**src/rtl/rv32_pkg.sv**
```systemverilog
// RV32I opcode constants, immediate formats and instruction field positions.
package rv32_pkg;

    localparam int unsigned INSTR_WIDTH  = 32;
    localparam int unsigned OPC_WIDTH    = 7;

    localparam logic [6:0] OPCODE_OP     = 7'b0110011;
    localparam logic [6:0] OPCODE_OP_IMM = 7'b0010011;
    localparam logic [6:0] OPCODE_LOAD   = 7'b0000011;
    localparam logic [6:0] OPCODE_STORE  = 7'b0100011;
    localparam logic [6:0] OPCODE_BRANCH = 7'b1100011;
    localparam logic [6:0] OPCODE_JAL    = 7'b1101111;
    localparam logic [6:0] OPCODE_JALR   = 7'b1100111;
    localparam logic [6:0] OPCODE_LUI    = 7'b0110111;
    localparam logic [6:0] OPCODE_AUIPC  = 7'b0010111;

    localparam int unsigned RD_LSB     = 7;
    localparam int unsigned FUNCT3_LSB = 12;
    localparam int unsigned RS1_LSB    = 15;
    localparam int unsigned RS2_LSB    = 20;
    localparam int unsigned FUNCT7_LSB = 25;

    localparam logic [2:0] FUNCT3_SR   = 3'b101;

    typedef enum logic [2:0] {
        FMT_I,
        FMT_S,
        FMT_B,
        FMT_U,
        FMT_J,
        FMT_NONE
    } imm_fmt_e;

    // True for every opcode this decoder supports.
    function automatic logic opcode_legal(input logic [6:0] opc);
        case (opc)
            OPCODE_OP, OPCODE_OP_IMM, OPCODE_LOAD, OPCODE_STORE, OPCODE_BRANCH,
            OPCODE_JAL, OPCODE_JALR, OPCODE_LUI, OPCODE_AUIPC: return 1'b1;
            default: return 1'b0;
        endcase
    endfunction

endpackage

```
**src/rtl/imm_gen.sv**
```systemverilog
// Immediate generator: classifies the instruction format and builds the sign-extended immediate.
module imm_gen
    import rv32_pkg::*;
#(
    parameter int unsigned DATA_WIDTH = 32
) (
    input  logic [DATA_WIDTH-1:0] instr,
    output imm_fmt_e              fmt_c,
    output logic [DATA_WIDTH-1:0] imm_c
);

    logic [31:0] imm32;

    // Opcode to immediate format; OP and unsupported opcodes carry no immediate.
    always_comb begin
        fmt_c = FMT_NONE;
        case (instr[6:0])
            OPCODE_OP_IMM, OPCODE_LOAD, OPCODE_JALR: fmt_c = FMT_I;
            OPCODE_STORE:                            fmt_c = FMT_S;
            OPCODE_BRANCH:                           fmt_c = FMT_B;
            OPCODE_LUI, OPCODE_AUIPC:                fmt_c = FMT_U;
            OPCODE_JAL:                              fmt_c = FMT_J;
            default:                                 fmt_c = FMT_NONE;
        endcase
    end

    // Bit scatter per format, all sign-extended from instr[31].
    always_comb begin
        imm32 = 32'd0;
        case (fmt_c)
            FMT_I: imm32 = {{20{instr[31]}}, instr[31:20]};
            FMT_S: imm32 = {{20{instr[31]}}, instr[31:25], instr[11:7]};
            FMT_B: imm32 = {{19{instr[31]}}, instr[31], instr[7], instr[30:25], instr[11:8], 1'b0};
            FMT_U: imm32 = {instr[31:12], 12'd0};
            FMT_J: imm32 = {{11{instr[31]}}, instr[31], instr[19:12], instr[20], instr[30:21], 1'b0};
            default: imm32 = 32'd0;
        endcase
    end

    assign imm_c = DATA_WIDTH'($signed(imm32));

endmodule

```
**src/rtl/decode_stage.sv**
```systemverilog
// RV32I decode stage: register read, immediate generation and a single valid/ready output register.
module decode_stage
    import rv32_pkg::*;
#(
    parameter int unsigned DATA_WIDTH     = 32,
    parameter int unsigned OPCODE_WIDTH   = 7,
    parameter int unsigned REG_ADDR_WIDTH = 5
) (
    input  logic                      CLK,
    input  logic                      RST,
    input  logic                      IF_VALID,
    output logic                      IF_READY,
    input  logic [DATA_WIDTH-1:0]     IF_INSTR,
    input  logic [DATA_WIDTH-1:0]     IF_PC,
    input  logic                      FLUSH,
    output logic [REG_ADDR_WIDTH-1:0] RF_RS1_ADDR,
    output logic [REG_ADDR_WIDTH-1:0] RF_RS2_ADDR,
    input  logic [DATA_WIDTH-1:0]     RF_RS1_DATA,
    input  logic [DATA_WIDTH-1:0]     RF_RS2_DATA,
    output logic                      EX_VALID,
    input  logic                      EX_READY,
    output logic [DATA_WIDTH-1:0]     PC_OUT,
    output logic [DATA_WIDTH-1:0]     RS1_OUT,
    output logic [DATA_WIDTH-1:0]     RS2_OUT,
    output logic [DATA_WIDTH-1:0]     IMM_OUT,
    output logic [OPCODE_WIDTH-1:0]   OPCODE,
    output logic [2:0]                FUNCT3,
    output logic [6:0]                FUNCT7,
    output logic [REG_ADDR_WIDTH-1:0] RD_ADDR,
    output logic                      MUX1_CTRL,
    output logic                      ILLEGAL
);

    logic [6:0]                opcode_c;
    logic [2:0]                funct3_c;
    logic                      legal_c;
    logic                      if_ready_c;
    logic                      xfer_c;
    logic [DATA_WIDTH-1:0]     rs1_val_c;
    logic [DATA_WIDTH-1:0]     rs2_val_c;
    logic [DATA_WIDTH-1:0]     imm_c;
    logic [6:0]                funct7_c;
    logic [REG_ADDR_WIDTH-1:0] rd_c;
    logic                      mux1_c;
    imm_fmt_e                  fmt_c;

    imm_gen #(.DATA_WIDTH(DATA_WIDTH)) u_imm_gen (
        .instr (IF_INSTR),
        .fmt_c (fmt_c),
        .imm_c (imm_c)
    );

    assign opcode_c    = IF_INSTR[6:0];
    assign funct3_c    = IF_INSTR[FUNCT3_LSB +: 3];
    assign legal_c     = opcode_legal(opcode_c);
    assign RF_RS1_ADDR = IF_INSTR[RS1_LSB +: REG_ADDR_WIDTH];
    assign RF_RS2_ADDR = IF_INSTR[RS2_LSB +: REG_ADDR_WIDTH];

    // Handshake: a held entry that is not being consumed blocks fetch; reset blocks it too.
    assign if_ready_c = !RST && (!EX_VALID || EX_READY);
    assign xfer_c     = IF_VALID && if_ready_c && !FLUSH;
    assign IF_READY   = if_ready_c;

    // Operand and control-field decode for the incoming instruction.
    always_comb begin
        rs1_val_c = (RF_RS1_ADDR == '0) ? '0 : RF_RS1_DATA;
        rs2_val_c = (RF_RS2_ADDR == '0) ? '0 : RF_RS2_DATA;

        // Only register-register ops and right shifts use funct7; zeroing it elsewhere
        // keeps immediate bits from aliasing as SUB/SRA.
        funct7_c = 7'd0;
        if ((opcode_c == OPCODE_OP) ||
            ((opcode_c == OPCODE_OP_IMM) && (funct3_c == FUNCT3_SR))) begin
            funct7_c = IF_INSTR[FUNCT7_LSB +: 7];
        end

        rd_c = IF_INSTR[RD_LSB +: REG_ADDR_WIDTH];
        if (!legal_c || (opcode_c == OPCODE_BRANCH) || (opcode_c == OPCODE_STORE)) begin
            rd_c = '0;
        end

        mux1_c = (opcode_c == OPCODE_BRANCH) || (opcode_c == OPCODE_JAL) ||
                 (opcode_c == OPCODE_JALR)   || (opcode_c == OPCODE_AUIPC);
    end

    // Pipeline register: reset > flush > capture > drain; otherwise hold.
    always_ff @(posedge CLK) begin
        if (RST) begin
            EX_VALID  <= 1'b0;
            PC_OUT    <= '0;
            RS1_OUT   <= '0;
            RS2_OUT   <= '0;
            IMM_OUT   <= '0;
            OPCODE    <= '0;
            FUNCT3    <= '0;
            FUNCT7    <= '0;
            RD_ADDR   <= '0;
            MUX1_CTRL <= 1'b0;
            ILLEGAL   <= 1'b0;
        end else if (FLUSH) begin
            EX_VALID  <= 1'b0;
        end else if (xfer_c) begin
            EX_VALID  <= 1'b1;
            PC_OUT    <= IF_PC;
            RS1_OUT   <= rs1_val_c;
            RS2_OUT   <= rs2_val_c;
            IMM_OUT   <= (legal_c && (fmt_c != FMT_NONE)) ? imm_c : '0;
            OPCODE    <= IF_INSTR[OPCODE_WIDTH-1:0];
            FUNCT3    <= funct3_c;
            FUNCT7    <= funct7_c;
            RD_ADDR   <= rd_c;
            MUX1_CTRL <= mux1_c;
            ILLEGAL   <= !legal_c;
        end else if (EX_READY) begin
            EX_VALID  <= 1'b0;
        end
    end

endmodule

```
**config.mk**
```make
export PLATFORM = sky130hd
export DESIGN_NAME = decode_stage
export DESIGN_NICKNAME = d
export VERILOG_FILES = /design/src/rtl/rv32_pkg.sv /design/src/rtl/imm_gen.sv /design/src/rtl/decode_stage.sv
export SDC_FILE = /design/constraint.sdc
export NUM_CORES = 1
export LEC_CHECK = 0
export BUFFER_PORTS_ARGS = -buffer_cell sky130_fd_sc_hd__buf_2
export CAP_MARGIN = 20
export CORE_UTILIZATION = 25
export DETAILED_ROUTE_END_ITERATION = 10
export GPL_TIMING_DRIVEN = 0
export PLACE_DENSITY_LB_ADDON = 0.2
export SYNTH_ARGS = -nofsm -noshare
export SYNTH_HDL_FRONTEND = slang
export SYNTH_HIERARCHICAL = 1
export SYNTH_SLANG_ARGS = --single-unit
```
**constraint.sdc**
```tcl
create_clock -name CLK -period 3.1 [get_ports CLK]
set_input_delay 0.93 -clock CLK [delete_from_list [all_inputs] [get_ports CLK]]
set_output_delay 0.93 -clock CLK [all_outputs]
set_load 0.01 [all_outputs]
```
==> run_results.csv, run 1 <==
group,metric,value,unit
floorplanning,die-area,23900,um2
detailed_routing,dr.pass1.iters,5,
sta,fmax,0.349,GHz
min_path,whs_endpoint,"PC_OUT[27]",
place,globalplace.congestion,0.778,
setup_path,worst-setup-path-type,"in2out",
global_route,grt_pass1_vias,5271,
detailed_routing,drt-initial-drc-count,236,
setup_path,path_buf_inv,3,
detailed_routing,routed_wl,19400,um
floorplanning,ios,297,
clock_network,htreeDepth,4,
sta,tightest_slew,0.601,ns
finish,diodes,0,
synthesis,synthFlopType,"dfxtp_1",
power_and_ir_drop,pwr-share-seq,45.2,%
synthesis,synth_warnings,6,
finish,mostFrequentLayoutCell,"buf_2",
sta,hold_viol,0,
finish,syn2layout_area_growth,41.8,%
setup_path,crit_path_start_kind,"input port",
setup_path,cpLargestDelayFamily,"buffers and inverters",
setup_path,timing.rr.start,"EX_VALID",
setup_path,end_kind,"primary output",
setup_path,critPathSlowestCell,"clkbuf_1",
setup_path,slowest_delay,0.46,ns
place,hpwl,14500,um
setup_path,required,2.17,ns
floorplanning,start_util,25.6,%
global_route,grt_max_degree,17,
synthesis,synth_top_area_share,52.5,%
power_and_ir_drop,p_int,0.00332,W
setup_path,critPathMaxFanout,11,
power_and_ir_drop,switching_share,27.3,%
finish,n_fill_cell,2360,
finish,nets,1019,
sta,relSlewSlack,59.9,%
clock_network,clock-root-buffer,"clkbuf_16",
power_and_ir_drop,switching_power,0.00124,W
min_path,holdCritStartpoint,"PC_OUT[27]",
setup_path,cp_common_cell,"buf_2",
floorplanning,design.core.area,22800,um2
clock_network,clk_pin_slew,0.07,ns
clock_network,cts_buffer_depth,2,
detailed_routing,drtAntennaViolNets,0,
setup_path,crit_start,"RST",
clock_network,cts_setup_buffers,0,
clock_network,clock-sinks,153,
synthesis,synth_area_leaders,"dfxtp_1, a22o_1, nand2_1",
synthesis,synth_seq_area_share,52.5,%
clock_network,cts_resized,0,
min_path,min_path_cells,2,
power_and_ir_drop,powerDensity,552,nW/um2
power_and_ir_drop,clkPwrFrac,44.5,%
global_route,antenna_found_initial,0,
clock_network,cts_made_buffers,17,
sta,min_period,2.86,ns
floorplanning,die_h,155,um
global_route,grt_pass1_wl,29600,um
detailed_routing,via_per_inst,4.46,
sta,fin_crit_sh,92.4,%
place,placedInstanceArea,7700,um2
synthesis,synth_area_per_cell,10.2,um2
clock_network,clk_latency,0.43,ns
run,maxCapViolations,0,
setup_path,reg2reg_setup_slack,1.43,ns
sta,setup_violations,0,
setup_path,arrival,1.93,ns
floorplanning,rows,55,
setup_path,crit_chain,"buf_2 -> clkbuf_1 -> nor2_1 -> buf_2",
min_path,hp-class,"reg2reg",
synthesis,syn-cell-area,5830,um2
finish,final_cell_mix,"buf_2, dfxtp_1, a22o_1",
place,port_buffers,296,
global_route,gr-total-overflow,0,
global_route,track_usage,16.1,%
sta,fin_skew,0.00926,ns
sta,slew_viol_final,0,
power_and_ir_drop,vdd_drop_max,0.292,mV
synthesis,synth_seq_cells,153,
synthesis,synth_area_leader_cell,"dfxtp_1",
setup_path,rr_worst_depth,5,
clock_network,hold_buffers,0,
synthesis,synthArstFlopShare,0,%
clock_network,tritoncts,"done",
floorplanning,die-width,155,um
detailed_routing,remaining_drc_errors,0,
synthesis,yosysUniqueCellTypes,48,
finish,final_cell_area,8270,um2
detailed_routing,dr_total_vias,5408,
power_and_ir_drop,leakage,3.97,nW
synthesis,syn_nets,705,
detailed_routing,post_drt_wl_per_cell,16.0,um
finish,drive_above_1_share,44.6,%
status,status,"complete, no violations",
sta,rsz0062_at_grt,"no",
synthesis,synth_cells,572,
setup_path,regToRegEndpoint,"FUNCT7[0]",
finish,fin_util,36.3,%
synthesis,synth_edf_count,0,
power_and_ir_drop,combPwrFrac,10.3,%
[through the flow]
step | cells | power [W] | TNS [ns] | hold WS, ns | setup slack [ns]
finish | 1212 | 0.00456 | 0 | 0.452 | 0.236
global route | 1212 | 0.00477 | 0 | 0.464 | 0.134
CTS | 1212 | 0.00465 | 0 | 0.452 | 0.209
global placement | 1181 | 0.00258 | -0.214 | 0.440 | -0.214
detailed placement | 1181 | 0.00258 | -0.168 | 0.443 | -0.168
floorplan | 572 | 0.00234 | 0 | 0.481 | 0.444
[power groups by stage]
stage | combinational (W) | clock, W | sequential, W
global route | 0.000519 | 0.00218 | 0.00207
finish | 0.000472 | 0.00203 | 0.00206
CTS | 0.000480 | 0.00211 | 0.00206
global placement | 0.000479 | 0 | 0.00210
detailed placement | 0.000478 | 0 | 0.00211
floorplan | 0.000202 | 0 | 0.00214
[routing by layer]
layer | part of all wire [%] | vias to the layer above | track usage (%)
li1 | - | 2685 | -
met1 | 45 | 2483 | 19.7
met4 | 0.87 | 0 | 4.10
met5 | 0 | - | 0
met3 | 8.5 | 11 | 6.14
met2 | 46 | 229 | 26.4
[synthesized netlist by cell type, types with 3 or more instances]
cell	number
dfxtp_1	153
a22o_1	113
nand2_1	93
a21oi_1	58
buf_2	23
buf_4	14
inv_1	14
nor2_1	14
nand3_1	10
clkbuf_1	9
mux2i_2	9
buf_6	7
and2_1	6
nor3_1	6
nand2b_1	3
nand4b_1	3
o21ai_0	3
[final cells by class]
cell class / instances / area, um2 / share of cell area [%]
Clock buffer: 18 / 439 / 5.31
Sequential cell: 153 / 3060 / 37.1
Multi-Input combinational cell: 351 / 2380 / 28.8
Buffer: 52 / 329 / 3.98
Inverter: 15 / 56.3 / 0.681
Clock inverter: 14 / 128 / 1.54
Tap cell: 313 / 392 / 4.74
Timing Repair Buffer: 296 / 1480 / 17.9
[state kept, by name (all words and copies together) (netlist names)]
name	cells
ILLEGAL	1
IMM_OUT	32
RD_ADDR	5
MUX1_CTRL	1
EX_VALID	1
PC_OUT	32
RS1_OUT	32
FUNCT3	3
RS2_OUT	32
OPCODE	7
FUNCT7	7
[cell families (layout without fill, tap and decap cells)]
logic type	Yosys count	in the layout	synth area share, %
AO/OA/AOI/OAI	189	189	25.5
flip-flops	153	153	52.5
AND/OR/NAND/NOR	151	151	12.8
multiplexers	11	11	2.47
buffers and inverters	68	395	6.67
[worst min-delay path, stage by stage (launching register included)]
cell	delay [ns]
dfxtp_1	0.31
nand2_1	0.05
a21oi_1	0.05
[worst max path at each step]
stage                     to  slack (ns)  depth (start not counted)
global placement    IF_READY       -0.21                          5
finish              IF_READY        0.24                          4
floorplan           IF_READY        0.44                          3
global route        IF_READY        0.13                          4
detailed placement  IF_READY       -0.17                          5
CTS                 IF_READY        0.21                          4
Power figures use the tool's default switching activity.
==> run 2, diff against run 1 <==
--- a/config.mk
+++ b/config.mk
@@ -7,9 +7,10 @@
 export LEC_CHECK = 0
 export BUFFER_PORTS_ARGS = -buffer_cell sky130_fd_sc_hd__buf_2
 export CAP_MARGIN = 20
+export CORE_ASPECT_RATIO = 1.5
 export CORE_UTILIZATION = 25
 export DETAILED_ROUTE_END_ITERATION = 10
-export GPL_TIMING_DRIVEN = 0
+export GPL_TIMING_DRIVEN = 1
 export PLACE_DENSITY_LB_ADDON = 0.2
 export SYNTH_ARGS = -nofsm -noshare
 export SYNTH_HDL_FRONTEND = slang
==> run 2 against run 1 <==
Compared with the run above: core utilization down 1.1 points; design area down 2.3%; combinational power down 4%; global-route usage down 0.91 points; die area about the same; via count down 3.3%; cell count down 5.6%; clock skew down 0.0014 ns; wire length down 4.4%; hold slack about the same; first-iteration DRC count down 8.9%; non-clock buffer count down 35; critical endpoint is now IMM_OUT[21]; highest routed layer unchanged.
==> run_results.csv, run 2 (same netlist as run 1, synthesis figures left out) <==
group,metric,value,unit
finish,n_fill_cell,2410,
detailed_routing,post_drt_wl_per_cell,16.2,um
finish,fin_util,35.1,%
sta,relSlewSlack,61.9,%
min_path,hp-class,"reg2reg",
detailed_routing,routed_wl,18500,um
status,status,"complete, no violations",
finish,multi_input_area,2380,um2
clock_network,hold_buffers,0,
global_route,antenna_found_initial,0,
floorplanning,ios,297,
place,dp_cells,1112,
sta,worst_slack,0.659,ns
sta,fmax,0.410,GHz
setup_path,reg2reg_setup_slack,1.37,ns
sta,tightest_slew,0.569,ns
clock_network,clk_latency,0.43,ns
setup_path,rr_worst_depth,6,
sta,hold_viol,0,
floorplanning,die_h,189,um
power_and_ir_drop,leakage,3.85,nW
place,globalplace.congestion,0.796,
global_route,grt_max_degree,48,
finish,diodes,0,
sta,min_period,2.44,ns
floorplanning,die-width,127,um
clock_network,cts_resized,0,
detailed_routing,via_per_inst,4.57,
clock_network,cts_buffer_depth,2,
finish,nets,984,
place,hpwl,13300,um
clock_network,clock-root-buffer,"clkbuf_16",
finish,drive_above_1_share,43.2,%
floorplanning,die-area,23900,um2
detailed_routing,remaining_drc_errors,0,
detailed_routing,dr.pass1.iters,5,
place,dp_slack,0.190,ns
global_route,track_usage,15.2,%
finish,instances_no_fill,1144,
detailed_routing,drt-initial-drc-count,215,
clock_network,clock-sinks,153,
power_and_ir_drop,powerDensity,565,nW/um2
sta,setup_violations,0,
power_and_ir_drop,vdd_drop_max,0.377,mV
run,maxCapViolations,0,
min_path,min_path_cells,2,
finish,mostFrequentLayoutCell,"buf_2",
setup_path,critPathMaxFanout,20,
place,port_buffers,296,
clock_network,htreeDepth,4,
sta,slew_viol_final,0,
sta,tns,0,ns
finish,final_cell_mix,"buf_2, dfxtp_1, a22o_1",
setup_path,arrival,2.81,ns
finish,syn2layout_area_growth,38.5,%
sta,fin_skew,0.00781,ns
clock_network,tritoncts,"done",
global_route,grt_pass1_wl,27700,um
global_route,grt_pass1_vias,4911,
clock_network,cts_setup_buffers,0,
sta,fin_crit_sh,78.8,%
setup_path,crit_path_start_kind,"input port",
detailed_routing,dr_total_vias,5227,
clock_network,cts_made_buffers,17,
setup_path,required,3.47,ns
setup_path,end_kind,"flip-flop",
floorplanning,rows,68,
power_and_ir_drop,report.power.total,0.00456,W
sta,rsz0062_at_grt,"no",
detailed_routing,drtAntennaViolNets,0,
finish,seqCellArea,3060,um2
floorplanning,design.core.area,23000,um2
floorplanning,start_util,25.4,%
clock_network,clk_pin_slew,0.06,ns
setup_path,worst-setup-path-type,"in2reg",
global_route,gr-total-overflow,0,
-- run 2: changes by cell type in the layout (fill, tap and decap cells not counted), moves of 2 or more --
cell / previous run / this run
buf_6: 7 / 0
buf_2: 319 / 296
clkinvlp_4: 1 / 3
bufinv_16: 0 / 2
clkinv_2: 1 / 3
buf_12: 0 / 3
clkbuf_1: 8 / 3
inv_8: 4 / 0
inv_6: 4 / 0
-- run 2: worst max-delay path, stage by stage --
cell and delay (ns):
buf_2 0.29, and3b_2 0.27, a22oi_1 0.09, nor3_1 0.15, nor2_1 0.10, nor3_4 0.45, buf_4 0.35, a22o_1 0.17
-- run 2: final timing paths --
check,end,start
hold reg to reg,PC_OUT[15],PC_OUT[15]
hold / removal,PC_OUT[15],PC_OUT[15]
setup / recovery,IMM_OUT[21],IF_INSTR[6]
setup reg to reg,RS1_OUT[26],EX_VALID
-- run 2: metal layers --
layer	vias up	part of all wire, %	global-route usage [%]
met3	21	7.1	5.11
met2	204	49	26.0
li1	2597	-	-
met4	0	1.9	6.23
met5	-	0	0
met1	2405	42	17.2
-- run 2: power by group --
part	total (W)	switching [W]	internal, W	leakage (nW)
clock network	0.00205	0.000840	0.00121	0.273
registers	0.00206	0.0000298	0.00203	1.24
logic	0.000454	0.000255	0.000199	2.33
-- run 2: cell type report --
class                           count  area share (%)
Sequential cell                   153            37.9
Multi-Input combinational cell    351            29.5
Timing Repair Buffer              313            20.4
Clock buffer                       21            5.58
Tap cell                          280            4.34
Clock inverter                     11            1.53
Inverter                           15           0.697
-- run 2: through the flow --
step                instance area (um2)  hold WS, ns
global route                       8070        0.471
CTS                                8070        0.456
detailed placement                 7500        0.446
floorplan                          5830        0.481
global placement                   7500        0.439
finish                             8070        0.452
